===== src/rtl/usb_line_tx_if.sv =====
// Word handshake between a packet source and the USB line transmitter.
interface usb_line_tx_if #(
  parameter int unsigned WIDTH = 8
);
  logic [WIDTH-1:0] data_in;
  logic             data_valid;
  logic             data_last;
  logic             data_ready;

  modport master (output data_in, output data_valid, output data_last, input data_ready);
  modport slave  (input data_in, input data_valid, input data_last, output data_ready);
endinterface


===== src/rtl/usb_line_tx.sv =====
// Serialises words onto a D+/D- pair: SYNC, NRZI coding with bit stuffing,
// then an SE0/J end-of-packet. One line bit per clock.
module usb_line_tx #(
  parameter int unsigned WIDTH     = 8,
  parameter int unsigned STUFF_RUN = 6,
  parameter int unsigned EOP_SE0   = 2
) (
  input  logic         clk,
  input  logic         rst_L,
  usb_line_tx_if.slave bus,
  output logic         d_p,
  output logic         d_m,
  output logic         busy,
  output logic         err
);
  localparam int unsigned BIT_W  = (WIDTH > 1) ? $clog2(WIDTH) : 1;
  localparam int unsigned ONES_W = $clog2(STUFF_RUN + 1);
  localparam int unsigned CNT_W  = 3;
  localparam logic [BIT_W-1:0]  LAST_BIT = BIT_W'(WIDTH - 1);
  localparam logic [ONES_W-1:0] RUN_MAX  = ONES_W'(STUFF_RUN);
  localparam logic [CNT_W-1:0]  EOP_LAST = CNT_W'(EOP_SE0 - 1);
  localparam logic [CNT_W-1:0]  SYNC_END = CNT_W'(7);

  typedef enum logic [2:0] {
    ST_IDLE,
    ST_SYNC,
    ST_DATA,
    ST_EOP,
    ST_EOPJ
  } state_e;

  state_e             state_q, state_d;
  logic               level_q, level_d;
  logic [ONES_W-1:0]  ones_q, ones_d;
  logic [BIT_W-1:0]   bit_q, bit_d;
  logic [WIDTH-1:0]   shreg_q, shreg_d;
  logic               last_q, last_d;
  logic               stuff_q, stuff_d;
  logic               fin_q, fin_d;
  logic [CNT_W-1:0]   cnt_q, cnt_d;
  logic               d_p_q, d_p_d;
  logic               d_m_q, d_m_d;
  logic               ready_q, ready_d;
  logic               busy_q, busy_d;
  logic               err_q, err_d;

  logic send_raw, send_stuff, raw, owe, xfer, line_on;

  // Registers hold what the line carries in the current cycle.
  always_ff @(posedge clk or negedge rst_L) begin
    if (!rst_L) begin
      state_q <= ST_IDLE;
      level_q <= 1'b1;
      ones_q  <= '0;
      bit_q   <= '0;
      shreg_q <= '0;
      last_q  <= 1'b0;
      stuff_q <= 1'b0;
      fin_q   <= 1'b0;
      cnt_q   <= '0;
      d_p_q   <= 1'b1;
      d_m_q   <= 1'b0;
      ready_q <= 1'b1;
      busy_q  <= 1'b0;
      err_q   <= 1'b0;
    end else begin
      state_q <= state_d;
      level_q <= level_d;
      ones_q  <= ones_d;
      bit_q   <= bit_d;
      shreg_q <= shreg_d;
      last_q  <= last_d;
      stuff_q <= stuff_d;
      fin_q   <= fin_d;
      cnt_q   <= cnt_d;
      d_p_q   <= d_p_d;
      d_m_q   <= d_m_d;
      ready_q <= ready_d;
      busy_q  <= busy_d;
      err_q   <= err_d;
    end
  end

  // Decide the content of the next line cycle, then derive its outputs.
  always_comb begin
    state_d    = state_q;
    level_d    = level_q;
    ones_d     = ones_q;
    bit_d      = bit_q;
    shreg_d    = shreg_q;
    last_d     = last_q;
    stuff_d    = 1'b0;
    fin_d      = fin_q;
    cnt_d      = cnt_q;
    err_d      = 1'b0;
    send_raw   = 1'b0;
    send_stuff = 1'b0;
    raw        = 1'b0;
    xfer       = bus.data_valid & ready_q;
    owe        = (ones_q == RUN_MAX);

    case (state_q)
      ST_IDLE: begin
        if (xfer) begin
          shreg_d  = bus.data_in;
          last_d   = bus.data_last;
          cnt_d    = '0;
          state_d  = ST_SYNC;
          send_raw = 1'b1;
        end
      end
      ST_SYNC: begin
        if (cnt_q == SYNC_END) begin
          state_d = ST_DATA;
          bit_d   = '0;
          if (owe) begin
            send_stuff = 1'b1;
          end else begin
            send_raw = 1'b1;
            raw      = shreg_q[0];
          end
        end else begin
          cnt_d    = cnt_q + CNT_W'(1);
          send_raw = 1'b1;
          raw      = (cnt_q == CNT_W'(6));
        end
      end
      ST_DATA: begin
        if (stuff_q) begin
          // A stuff cycle never owes another, since it clears the run.
          if (fin_q) begin
            state_d = ST_EOP;
            cnt_d   = '0;
          end else begin
            send_raw = 1'b1;
            raw      = shreg_q[bit_q];
          end
        end else if (bit_q != LAST_BIT) begin
          bit_d = bit_q + BIT_W'(1);
          if (owe) begin
            send_stuff = 1'b1;
          end else begin
            send_raw = 1'b1;
            raw      = shreg_q[bit_d];
          end
        end else if (!last_q && xfer) begin
          shreg_d = bus.data_in;
          last_d  = bus.data_last;
          bit_d   = '0;
          if (owe) begin
            send_stuff = 1'b1;
          end else begin
            send_raw = 1'b1;
            raw      = bus.data_in[0];
          end
        end else begin
          err_d = ~last_q;
          if (owe) begin
            send_stuff = 1'b1;
            fin_d      = 1'b1;
          end else begin
            state_d = ST_EOP;
            cnt_d   = '0;
          end
        end
      end
      ST_EOP: begin
        if (cnt_q == EOP_LAST) begin
          state_d = ST_EOPJ;
        end else begin
          cnt_d = cnt_q + CNT_W'(1);
        end
      end
      ST_EOPJ: state_d = ST_IDLE;
      default: state_d = ST_IDLE;
    endcase

    // NRZI: a 0 (stuffed or raw) toggles the level, a 1 holds it.
    if (send_stuff) begin
      level_d = ~level_q;
      ones_d  = '0;
      stuff_d = 1'b1;
    end else if (send_raw) begin
      level_d = raw ? level_q : ~level_q;
      ones_d  = raw ? ones_q + ONES_W'(1) : '0;
    end

    if (state_d == ST_IDLE || state_d == ST_EOP || state_d == ST_EOPJ) begin
      level_d = 1'b1;
      ones_d  = '0;
      fin_d   = 1'b0;
    end

    line_on = (state_d == ST_SYNC) || (state_d == ST_DATA);
    d_p_d   = line_on ? level_d : (state_d != ST_EOP);
    d_m_d   = line_on ? ~level_d : 1'b0;
    ready_d = (state_d == ST_IDLE) ||
              ((state_d == ST_DATA) && !stuff_d && (bit_d == LAST_BIT) && !last_d);
    busy_d  = (state_d != ST_IDLE);
  end

  assign bus.data_ready = ready_q;
  assign d_p            = d_p_q;
  assign d_m            = d_m_q;
  assign busy           = busy_q;
  assign err            = err_q;
endmodule


===== src/flat_wrapper.sv =====
// flat-port wrapper written by rule: the top's interface ports become plain ports
module usb_line_tx_flat 
#(
  parameter int unsigned WIDTH     = 8,
  parameter int unsigned STUFF_RUN = 6,
  parameter int unsigned EOP_SE0   = 2
)
  (clk, rst_L, d_p, d_m, busy, err, bus_data_in, bus_data_valid, bus_data_last, bus_data_ready);
  usb_line_tx_if #(.WIDTH(WIDTH)) bus_i ();
  input  logic clk;
  input  logic rst_L;
  output logic d_p;
  output logic d_m;
  output logic busy;
  output logic err;
  input wire logic [$bits(bus_i.data_in)-1:0] bus_data_in;
  input wire logic [$bits(bus_i.data_valid)-1:0] bus_data_valid;
  input wire logic [$bits(bus_i.data_last)-1:0] bus_data_last;
  output wire logic [$bits(bus_i.data_ready)-1:0] bus_data_ready;
  assign bus_i.data_in = bus_data_in;
  assign bus_i.data_valid = bus_data_valid;
  assign bus_i.data_last = bus_data_last;
  assign bus_data_ready = bus_i.data_ready;
  usb_line_tx #(.WIDTH(WIDTH), .STUFF_RUN(STUFF_RUN), .EOP_SE0(EOP_SE0)) u_core (.clk(clk), .rst_L(rst_L), .bus(bus_i), .d_p(d_p), .d_m(d_m), .busy(busy), .err(err));
endmodule

===== config.mk =====
export PLATFORM = sky130hd
export DESIGN_NAME = usb_line_tx_flat
export DESIGN_NICKNAME = d
export VERILOG_FILES = /design/src/rtl/usb_line_tx_if.sv /design/src/rtl/usb_line_tx.sv /design/src/flat_wrapper.sv
export SDC_FILE = /design/constraint.sdc
export NUM_CORES = 1
export LEC_CHECK = 0
export CAP_MARGIN = 10
export CORE_MARGIN = 4
export CORE_UTILIZATION = 50
export CTS_BUF_LIST = sky130_fd_sc_hd__clkbuf_2
export DETAILED_ROUTE_END_ITERATION = 8
export PLACE_DENSITY = 0.69
export SETUP_SLACK_MARGIN = 0.05
export SYNTH_ARGS = -nofsm -noshare
export SYNTH_HDL_FRONTEND = slang
export SYNTH_SLANG_ARGS = --single-unit

===== constraint.sdc =====
create_clock -name clk -period 3.2 [get_ports clk]
set_input_delay 0.96 -clock clk [delete_from_list [all_inputs] [get_ports clk]]
set_output_delay 0.96 -clock clk [all_outputs]
set_load 0.02 [all_outputs]

==> impl_metrics.yaml, run 1 <==
synth:
  seq_area_frac_synth: 0.442
  synth_warnings: 0
  synth-seq-cells: 29
  postSynthCellCount: 152
  ys_top_cells_by_area: "sky130_fd_sc_hd__dfrtp_1, sky130_fd_sc_hd__mux2_2, sky130_fd_sc_hd__ha_1"
  post-synth-top-count-cell: "sky130_fd_sc_hd__dfrtp_1"
  synth-edff-count: 0
  netlist-cell-type-count: 47
  synth.top_cell.area_share: 0.395
  synthDominantAreaCellType: "sky130_fd_sc_hd__dfrtp_1"
  synth_top_cells_by_count: "sky130_fd_sc_hd__dfrtp_1, sky130_fd_sc_hd__mux2_2, sky130_fd_sc_hd__nand2_1, sky130_fd_sc_hd__nor2_1"
  commonest_register_cell_after_synthesis: "sky130_fd_sc_hd__dfrtp_1"
  netlist_area_um2: 1650
  synthesis.area_per_instance_um2: 10.8
  postSynthNetCount: 172
  synthArstFlopShare: 1.00
drt:
  drt-initial-drc-count: 40
  number_of_iterations_in_the_first_detailed_routing_pass: 4
  detail_route.drc_violations: 0
  vias_per_cell: 5.59
  vias: 1213
  remaining_antenna_violation_count: 0
  totalWireLength_mm: 3.29
  wl_per_cell_um: 15.2
grt:
  grt_pass1_wl_mm: 5.55
  pin_count_of_the_biggest_net_entering_global_routing: 30
  initial_antenna_violation_count: 0
  grt_pass1_vias: 1203
  grtUsageTotal: 0.171
  globalRoute.totalOverflow: 0
min_path:
  hold_class: "flop to flop"
  hold_path_depth: 1
  worst_hold_path.endpoint: "u_core.ones_q[0]"
  hold_path_startpoint: "u_core.ones_q[0]"
placed_design:
  gp_congestion: 0.884
  dp_hpwl_mm: 2.47
  pre_cts_slack_ns: 0.343
  io_buffers: 16
worst_setup_path:
  cp.arrival_ns: 2.88
  critPathSlowestCell: "sky130_fd_sc_hd__dfrtp_1"
  worst_setup_path_start_kind: "flop"
  cp_top_family: "compound AO/OA/AOI/OAI gates"
  timing.critical_path.buf_inv: 0
  launching_point_of_the_worst_reg2reg_path: "u_core.bit_q[0]"
  timing.critical_path.to_type: "flop"
  worstPathMaxFanout: 11
  cp.required_ns: 3.49
  timing.critical_path.from: "u_core.bit_q[0]"
  slowest_delay_ns: 0.54
  reg2reg_path_depth: 7
  worstSetupPathType: "flop to flop"
  timing.reg2reg.setup_slack_ns: 0.61
  critical_path_cell_by_cell: "ha_1 > ha_1 > a2111oi_0 > o41ai_1 > a22oi_1 > mux2i_1 > a211oi_1"
  reg2reg_to: "u_core.d_p"
  path_common_cell: "sky130_fd_sc_hd__ha_1"
sta:
  clock_tree_skew_after_final_layout_ns: 0.0153
  grt_setup_unrepaired: "false"
  post-route-period-util: 0.811
  worst_slew_pin_slew_ns: 0.464
  timing.fmax_mhz: 386
  min_setup_slack_post_route_ns: 0.606
  final_hold_viol_count: 0
  timing.slew.headroom: 0.690
  report.final.slew_viol_count: 0
  setup-violations-final: 0
  finalHoldWorstSlack_ns: 0.469
  post-route-min-period_ns: 2.59
  finalSetupTns_ns: 0
floorplanning:
  die-area_um2: 4280
  core_area_um2: 3100
  initial_utilization: 0.531
  rows: 20
  die_w_um: 65.4
  io_pins: 17
  die_h_um: 65.4
power_and_ir_drop:
  fin_total_pwr_mw: 1.59
  vdd_ir_drop_max_mv: 0.383
  switchingPower_mw: 0.620
  p_leak_nw: 0.816
  pwr-share-comb: 0.466
  clock_power_share: 0.114
  pwr-share-seq: 0.420
  internal_power_mw: 0.973
  p_per_area_nw_per_um2: 849
  power_switching_share: 0.389
layout:
  num_antenna_cells: 0
  syn2layout_area_growth_pct: 13.8
  num-nets-final: 192
  drive_above_1_share: 0.202
clocking:
  post_cts.repair.setup_buffers: 0
  clock_tree_buffer_depth: 2
  clock_sinks: 29
  cts.repair.resized: 0
  htree_num_levels: 2
  worst_setup_hold_path_clk_slew_ns: 0.16
  cts_hold_repair_buffers: 0
  cts_tree: "yes"
  cts_inserted_buffers: 5
  clock_tree.root_cell: "sky130_fd_sc_hd__clkbuf_2"
  clk_latency_ns: 0.36
run:
  drv_cap: 0
run_status:
  result_of_the_run: "completed"
## layer usage
layer | routed length [um] | global-route usage
met1 | 1500 | 0.221
met2 | 1570 | 0.268
met5 | 0 | 0
met3 | 181 | 0.0564
met4 | 44 | 0.0570
## layout by cell type, fill, tap and decap left out, drive strengths merged, types with 2 or more instances in the layout
master and n:
dfrtp 26, clkdlybuf4s50 16, nand2 15, mux2 14, nor2 11, a21oi 9
inv 8, ha 8, o21ai 7, clkbuf 6, mux2i 3, nand2b 3
or3 3, dfstp 3, and2b 2, nand3b 2, nor3 2, a22oi 2
mux4 2, nor2b 2, nor3b 2, o41ai 2, clkinv 2, buf 2
a2111oi 2
## power by group through the flow
| stage | clock (mW) | sequential [mW] | combinational, mW |
|---|---|---|---|
| 6_report | 0.181 | 0.670 | 0.742 |
| 5_1_grt | 0.206 | 0.694 | 0.821 |
| 4_1_cts | 0.188 | 0.671 | 0.747 |
| 3_5_place_dp | 0 | 0.681 | 0.746 |
| 3_3_place_gp | 0 | 0.675 | 0.729 |
| 2_1_floorplan | 0 | 0.636 | 0.591 |
## metrics by stage
step                      instance area [um2]  cells   util
after floorplan                          1650    152      -
after global placement                   1840    209  0.592
after detailed placement                 1840    209  0.592
after CTS                                1880    217  0.605
after global routing                     1880    217  0.605
final                                    1880    217  0.605
## worst max-delay path by stage
| stage | endpoint | depth (start not counted) |
|---|---|---|
| floorplan | u_core.cnt_q[0] | 5 |
| global placement | u_core.d_p | 7 |
| detailed placement | u_core.d_p | 7 |
| CTS | u_core.shreg_q[3] | 6 |
| global route | u_core.shreg_q[7] | 6 |
| finish | u_core.d_p | 7 |
## cell type report
type                       instances  area, um2
fill                             288       1230
clock inverter                     2       10.0
timing repair buffer              18        175
sequential                        29        729
multi-input combinational        110        847
inverter                           8       30.0
tap                               44       55.1
clock buffer                       6       30.0
## sequential cells by signal, summed over array words and instances (netlist names)
register and cells:
u_core.busy 1, u_core.stuff_q 1, u_core.err 1, u_core.bus.data_ready 1
u_core.d_m 1, u_core.level_q 1, u_core.fin_q 1, u_core.shreg_q 8
u_core.bit_q 3, u_core.cnt_q 3, u_core.state_q 3, u_core.d_p 1
u_core.ones_q 3, u_core.last_q 1
## cell families after synthesis
kind of cell | share of synthesized area
XOR/XNOR | 0.00531
adder cells (fa/ha/maj) | 0.0607
AO/OA/AOI/OAI | 0.141
AND/OR/NAND/NOR | 0.165
buffers and inverters | 0.0440
flip-flops | 0.442
multiplexers | 0.141
## worst reg2reg max path, cell delays in order (launching register included)
cell and delay (ns):
sky130_fd_sc_hd__dfrtp_1 0.54, sky130_fd_sc_hd__ha_1 0.26, sky130_fd_sc_hd__ha_1 0.32, sky130_fd_sc_hd__a2111oi_0 0.41, sky130_fd_sc_hd__o41ai_1 0.11, sky130_fd_sc_hd__a22oi_1 0.41
sky130_fd_sc_hd__mux2i_1 0.19, sky130_fd_sc_hd__a211oi_1 0.28
(Power assumes the default switching activity.)
==> run 2, diff against run 1 <==
==> constraint.sdc (replaced) <==
create_clock -name clk -period 2.61 [get_ports clk]
set_input_delay 0.783 -clock clk [delete_from_list [all_inputs] [get_ports clk]]
set_output_delay 0.783 -clock clk [all_outputs]
set_load 0.02 [all_outputs]
==> run 2 against run 1 <==
Highest routed layer unchanged. Core utilization rose by 2.5 points. Largest cell class unchanged. Largest power group unchanged. Worst hold slack improved by 0.0020 ns. Via count rose by 6.5%. First-iteration DRC count rose by 33%. Critical path type unchanged. Global-route usage rose by 1.9 points. Sequential power rose by 15%. Flip-flop and latch count did not move. Maximum frequency rose by 11%. Register-to-register slack got worse by 0.33 ns.
==> impl_metrics.yaml, run 2 (same netlist as run 1, synthesis figures left out) <==
placed_design:
  dp_cells: 218
  dp_hpwl_mm: 2.71
  io_buffers: 16
  placement.cell_area_um2: 1920
  pre_cts_slack_ns: -0.00758
  gp_congestion: 0.930
min_path:
  worst_hold_path.endpoint: "u_core.ones_q[0]"
  hold_path_depth: 1
  hold_class: "flop to flop"
  hold_path_startpoint: "u_core.ones_q[0]"
grt:
  initial_antenna_violation_count: 0
  grt.busiest_layer: "met2"
  grt_pass1_wl_mm: 6.18
  grtUsageTotal: 0.190
  globalRoute.totalOverflow: 0
  pin_count_of_the_biggest_net_entering_global_routing: 30
  global_route.usage.met3: 0.0462
  grt_util_met2: 0.327
  grt_pass1_vias: 1366
  grtUsageMet1: 0.228
clocking:
  cts_hold_repair_buffers: 0
  htree_num_levels: 2
  cts_inserted_buffers: 5
  worst_setup_hold_path_clk_slew_ns: 0.14
  clk_latency_ns: 0.36
  clock_tree_buffer_depth: 2
  cts.repair.resized: 0
  clock_tree.root_cell: "sky130_fd_sc_hd__clkbuf_2"
  post_cts.repair.setup_buffers: 0
  clock_sinks: 29
  cts_tree: "yes"
floorplanning:
  rows: 20
  die-area_um2: 4280
  die_h_um: 65.4
  io_pins: 17
  die_w_um: 65.4
  initial_utilization: 0.531
  core_area_um2: 3100
layout:
  largest_reg_flops: 8
  fin_util: 0.630
  area.sequential_um2: 729
  num_antenna_cells: 0
  final_design_area_excluding_fillers_um2: 1960
  multiInputGateArea_um2: 847
  drive_above_1_share: 0.236
  layoutNonFillerInstCount: 226
  most_frequent_standard_cell_in_the_layout_excluding_fill_and_tap_cells: "sky130_fd_sc_hd__dfrtp_1"
  mostFrequentLayoutCells: "sky130_fd_sc_hd__dfrtp_1, sky130_fd_sc_hd__clkdlybuf4s50_1, sky130_fd_sc_hd__nand2_1, sky130_fd_sc_hd__mux2_2"
  max_flop_register: "u_core.shreg_q"
  final.fill_count: 308
  num-nets-final: 201
  syn2layout_area_growth_pct: 18.6
sta:
  post-route-period-util: 0.896
  worst_slew_pin_slew_ns: 0.440
  clock_tree_skew_after_final_layout_ns: 0.0183
  report.final.slew_viol_count: 0
  min_setup_slack_post_route_ns: 0.272
  grt_setup_unrepaired: "false"
  setup-violations-final: 0
  timing.slew.headroom: 0.707
  timing.fmax_mhz: 428
  post-route-min-period_ns: 2.34
  final_hold_viol_count: 0
drt:
  number_of_iterations_in_the_first_detailed_routing_pass: 4
  totalWireLength_mm: 3.51
  drt-initial-drc-count: 53
  remaining_antenna_violation_count: 0
  vias: 1292
  wl_per_cell_um: 15.5
  vias_per_cell: 5.72
  detail_route.drc_violations: 0
worst_setup_path:
  cp.arrival_ns: 2.63
  worstSetupPathType: "flop to flop"
  timing.critical_path.from: "u_core.state_q[2]"
  reg2reg_path_depth: 6
  reg2reg_to: "u_core.bus.data_ready"
  timing.reg2reg.setup_slack_ns: 0.27
  worst_setup_path_start_kind: "flop"
  cp.required_ns: 2.91
  worstPathMaxFanout: 10
  timing.critical_path.to_type: "flop"
  launching_point_of_the_worst_reg2reg_path: "u_core.state_q[2]"
power_and_ir_drop:
  p_leak_nw: 0.862
  vdd_ir_drop_max_mv: 0.517
  p_per_area_nw_per_um2: 1050
  fin_total_pwr_mw: 2.05
run_status:
  result_of_the_run: "completed"
run:
  drv_cap: 0
run 2: worst max path at each step:
stage | end | slack, ns | cells after the start
global route | u_core.d_p | 0.14 | 7
CTS | u_core.d_p | 0.25 | 7
global placement | u_core.d_p | 0.07 | 7
finish | u_core.bus.data_ready | 0.27 | 6
floorplan | u_core.cnt_q[0] | 0.44 | 8
detailed placement | u_core.d_p | -0.008 | 7
run 2: routing by layer:
metal,vias to the layer above,wire length (um),part of all wire
met3,5,155,0.044
met4,0,43,0.012
met2,32,1810,0.52
li1,604,-,-
met5,-,0,0
met1,651,1500,0.43
run 2: layout make-up:
type | count | share of cell area
tap | 44 | 0.0282
clock inverter | 1 | 0.00192
clock buffer | 7 | 0.0179
timing repair buffer | 27 | 0.131
sequential | 29 | 0.373
inverter | 8 | 0.0154
multi-input combinational | 110 | 0.433
run 2: power by group:
group | internal (mW) | switching [mW]
Sequential | 0.636 | 0.135
Clock | 0.0718 | 0.150
Combinational | 0.560 | 0.494
run 2: critical path, stage by stage, from the launching register on:
cell,delay (ns)
sky130_fd_sc_hd__dfrtp_1,0.51
sky130_fd_sc_hd__or4b_1,0.76
sky130_fd_sc_hd__nor2_8,0.18
sky130_fd_sc_hd__nand2_2,0.08
sky130_fd_sc_hd__or2_0,0.23
sky130_fd_sc_hd__a2111oi_2,0.36
sky130_fd_sc_hd__o31a_1,0.16
run 2: metrics by stage:
step,hold slack [ns],setup TNS (ns)
finish,0.471,0
CTS,0.478,0
detailed placement,0.460,-0.00758
global route,0.511,0
floorplan,0.432,0
global placement,0.439,0
==> run 3, diff against run 2 <==
==> constraint.sdc (replaced) <==
create_clock -name clk -period 2.35 [get_ports clk]
set_input_delay 0.705 -clock clk [delete_from_list [all_inputs] [get_ports clk]]
set_output_delay 0.705 -clock clk [all_outputs]
set_load 0.02 [all_outputs]
==> run 3 against run 2 <==
Combinational power grew 24%. Via count rose by 0.70%. Critical path depth down 5. Final cell count rose by 3.1%. First-iteration DRC count up 3.8%. Highest routed layer unchanged.
==> impl_metrics.yaml, run 3 (same netlist as run 1, synthesis figures left out) <==
power_and_ir_drop:
  vdd_ir_drop_max_mv: 0.575
  p_leak_nw: 0.912
  p_per_area_nw_per_um2: 1170
worst_setup_path:
  timing.critical_path.to_type: "output port"
  worst_setup_path_start_kind: "flop"
  slowest_delay_ns: 0.59
  cp.arrival_ns: 1.50
  cp_top_family: "buffers and inverters"
  worstSetupPathType: "flop to output port"
  critical_path_cell_by_cell: "clkdlybuf4s50_1"
  cp.required_ns: 1.64
  timing.critical_path.buf_inv: 1
  worstPathMaxFanout: 1
  critPathSlowestCell: "sky130_fd_sc_hd__clkdlybuf4s50_1"
grt:
  initial_antenna_violation_count: 0
  grt_pass1_vias: 1330
  grtUsageTotal: 0.188
  globalRoute.totalOverflow: 0
  grt_pass1_wl_mm: 6.08
  pin_count_of_the_biggest_net_entering_global_routing: 30
floorplanning:
  initial_utilization: 0.531
  rows: 20
  die_h_um: 65.4
  die_w_um: 65.4
  core_area_um2: 3100
  io_pins: 17
  die-area_um2: 4280
drt:
  detail_route.drc_violations: 0
  wl_per_cell_um: 15.2
  totalWireLength_mm: 3.54
  number_of_iterations_in_the_first_detailed_routing_pass: 4
  remaining_antenna_violation_count: 0
  drt-initial-drc-count: 55
  vias: 1301
  vias_per_cell: 5.58
clocking:
  cts_inserted_buffers: 5
  clock_tree_buffer_depth: 2
  clock_sinks: 29
  clk_latency_ns: 0.36
  clock_tree.root_cell: "sky130_fd_sc_hd__clkbuf_2"
  cts_hold_repair_buffers: 0
  cts_tree: "yes"
  htree_num_levels: 2
  worst_setup_hold_path_clk_slew_ns: 0.15
layout:
  final.fill_count: 269
  syn2layout_area_growth_pct: 23.8
  layoutNonFillerInstCount: 233
  num_antenna_cells: 0
  drive_above_1_share: 0.280
  most_frequent_standard_cell_in_the_layout_excluding_fill_and_tap_cells: "sky130_fd_sc_hd__dfrtp_1"
  num-nets-final: 208
  max_flop_register: "u_core.shreg_q"
  mostFrequentLayoutCells: "sky130_fd_sc_hd__dfrtp_1, sky130_fd_sc_hd__buf_4, sky130_fd_sc_hd__clkdlybuf4s50_1, sky130_fd_sc_hd__nand2_1, sky130_fd_sc_hd__mux2_2"
  largest_reg_flops: 8
sta:
  post-route-min-period_ns: 2.20
  post-route-period-util: 0.937
  final_hold_viol_count: 0
  timing.slew.headroom: 0.751
  finalSetupTns_ns: 0
  worst_slew_pin_slew_ns: 0.374
  timing.fmax_mhz: 454
  grt_setup_unrepaired: "true"
  setup-violations-final: 0
  clock_tree_skew_after_final_layout_ns: 0.00840
  report.final.slew_viol_count: 0
placed_design:
  dp_cells: 224
  gp_congestion: 0.898
  dp_hpwl_mm: 2.65
  io_buffers: 16
min_path:
  hold_class: "flop to flop"
run_status:
  result_of_the_run: "completed"
run:
  drv_cap: 0
[run 3: worst register-to-register path, delay by kind of cell (launching register included)]
kind            cells  cell delay (ns)
flops               1             0.41
fa+ha+maj           1             0.39
mux                 2             0.67
simple gates        1             0.16
compound gates      3             0.51
[run 3: final cells by class]
class | count | area (um2) | area share
Clock buffer | 5 | 25.0 | 0.0123
Clock inverter | 3 | 12.5 | 0.00613
Inverter | 8 | 30.0 | 0.0147
Multi-Input combinational cell | 110 | 880 | 0.431
Sequential cell | 29 | 729 | 0.357
Tap cell | 44 | 55.1 | 0.0270
Timing Repair Buffer | 34 | 310 | 0.152
[run 3: path summary, 6_finish.rpt]
kind / startpoint / to / slack (ns) / cells past startpoint
worst min-delay path: u_core.ones_q[0] / u_core.ones_q[0] / 0.47 / 1
worst min register to register: u_core.ones_q[0] / u_core.ones_q[0] / 0.47 / 1
worst max register to register: u_core.bit_q[0] / u_core.d_m / 0.16 / 7
worst max-delay path: u_core.d_p / d_p / 0.15 / 1
max in group asynchronous: rst_L / u_core.bus.data_ready / 1.33 / 2
min in group asynchronous: rst_L / u_core.stuff_q / 0.70 / 2
[run 3: through the flow]
stage                     hold slack [ns]  worst slack, ns  power, mW  utilization  cell area, um2
after floorplan                     0.409            0.183       1.67            -            1650
after global placement              0.446          -0.0968       2.02        0.632            1960
after detailed placement            0.456           -0.150       2.08        0.632            1960
after CTS                           0.475           0.0626       2.33        0.647            2010
after global routing                0.487           0.0418       2.60        0.658            2040
final                               0.467            0.149       2.39        0.658            2040
[run 3: layer usage]
metal | track usage | part of all wire | up-vias
li1 | - | - | 626
met1 | 0.234 | 0.44 | 642
met2 | 0.307 | 0.50 | 28
met3 | 0.0650 | 0.050 | 5
met4 | 0.0570 | 0.012 | 0
met5 | 0 | 0 | -
[run 3: what timing repair did]
action / in CTS / in global routing
gates resized for setup: 1 / 6
endpoints found under the setup margin: 3 / 8
pin swaps: 1 / 1
buffers inserted: 1 / 0
[run 3: power breakdown]
group / leakage, nW / switching (mW) / internal (mW)
clock: 0.0278 / 0.172 / 0.0648
combinational: 0.522 / 0.605 / 0.693
sequential: 0.361 / 0.153 / 0.707
total: 0.912 / 0.929 / 1.46
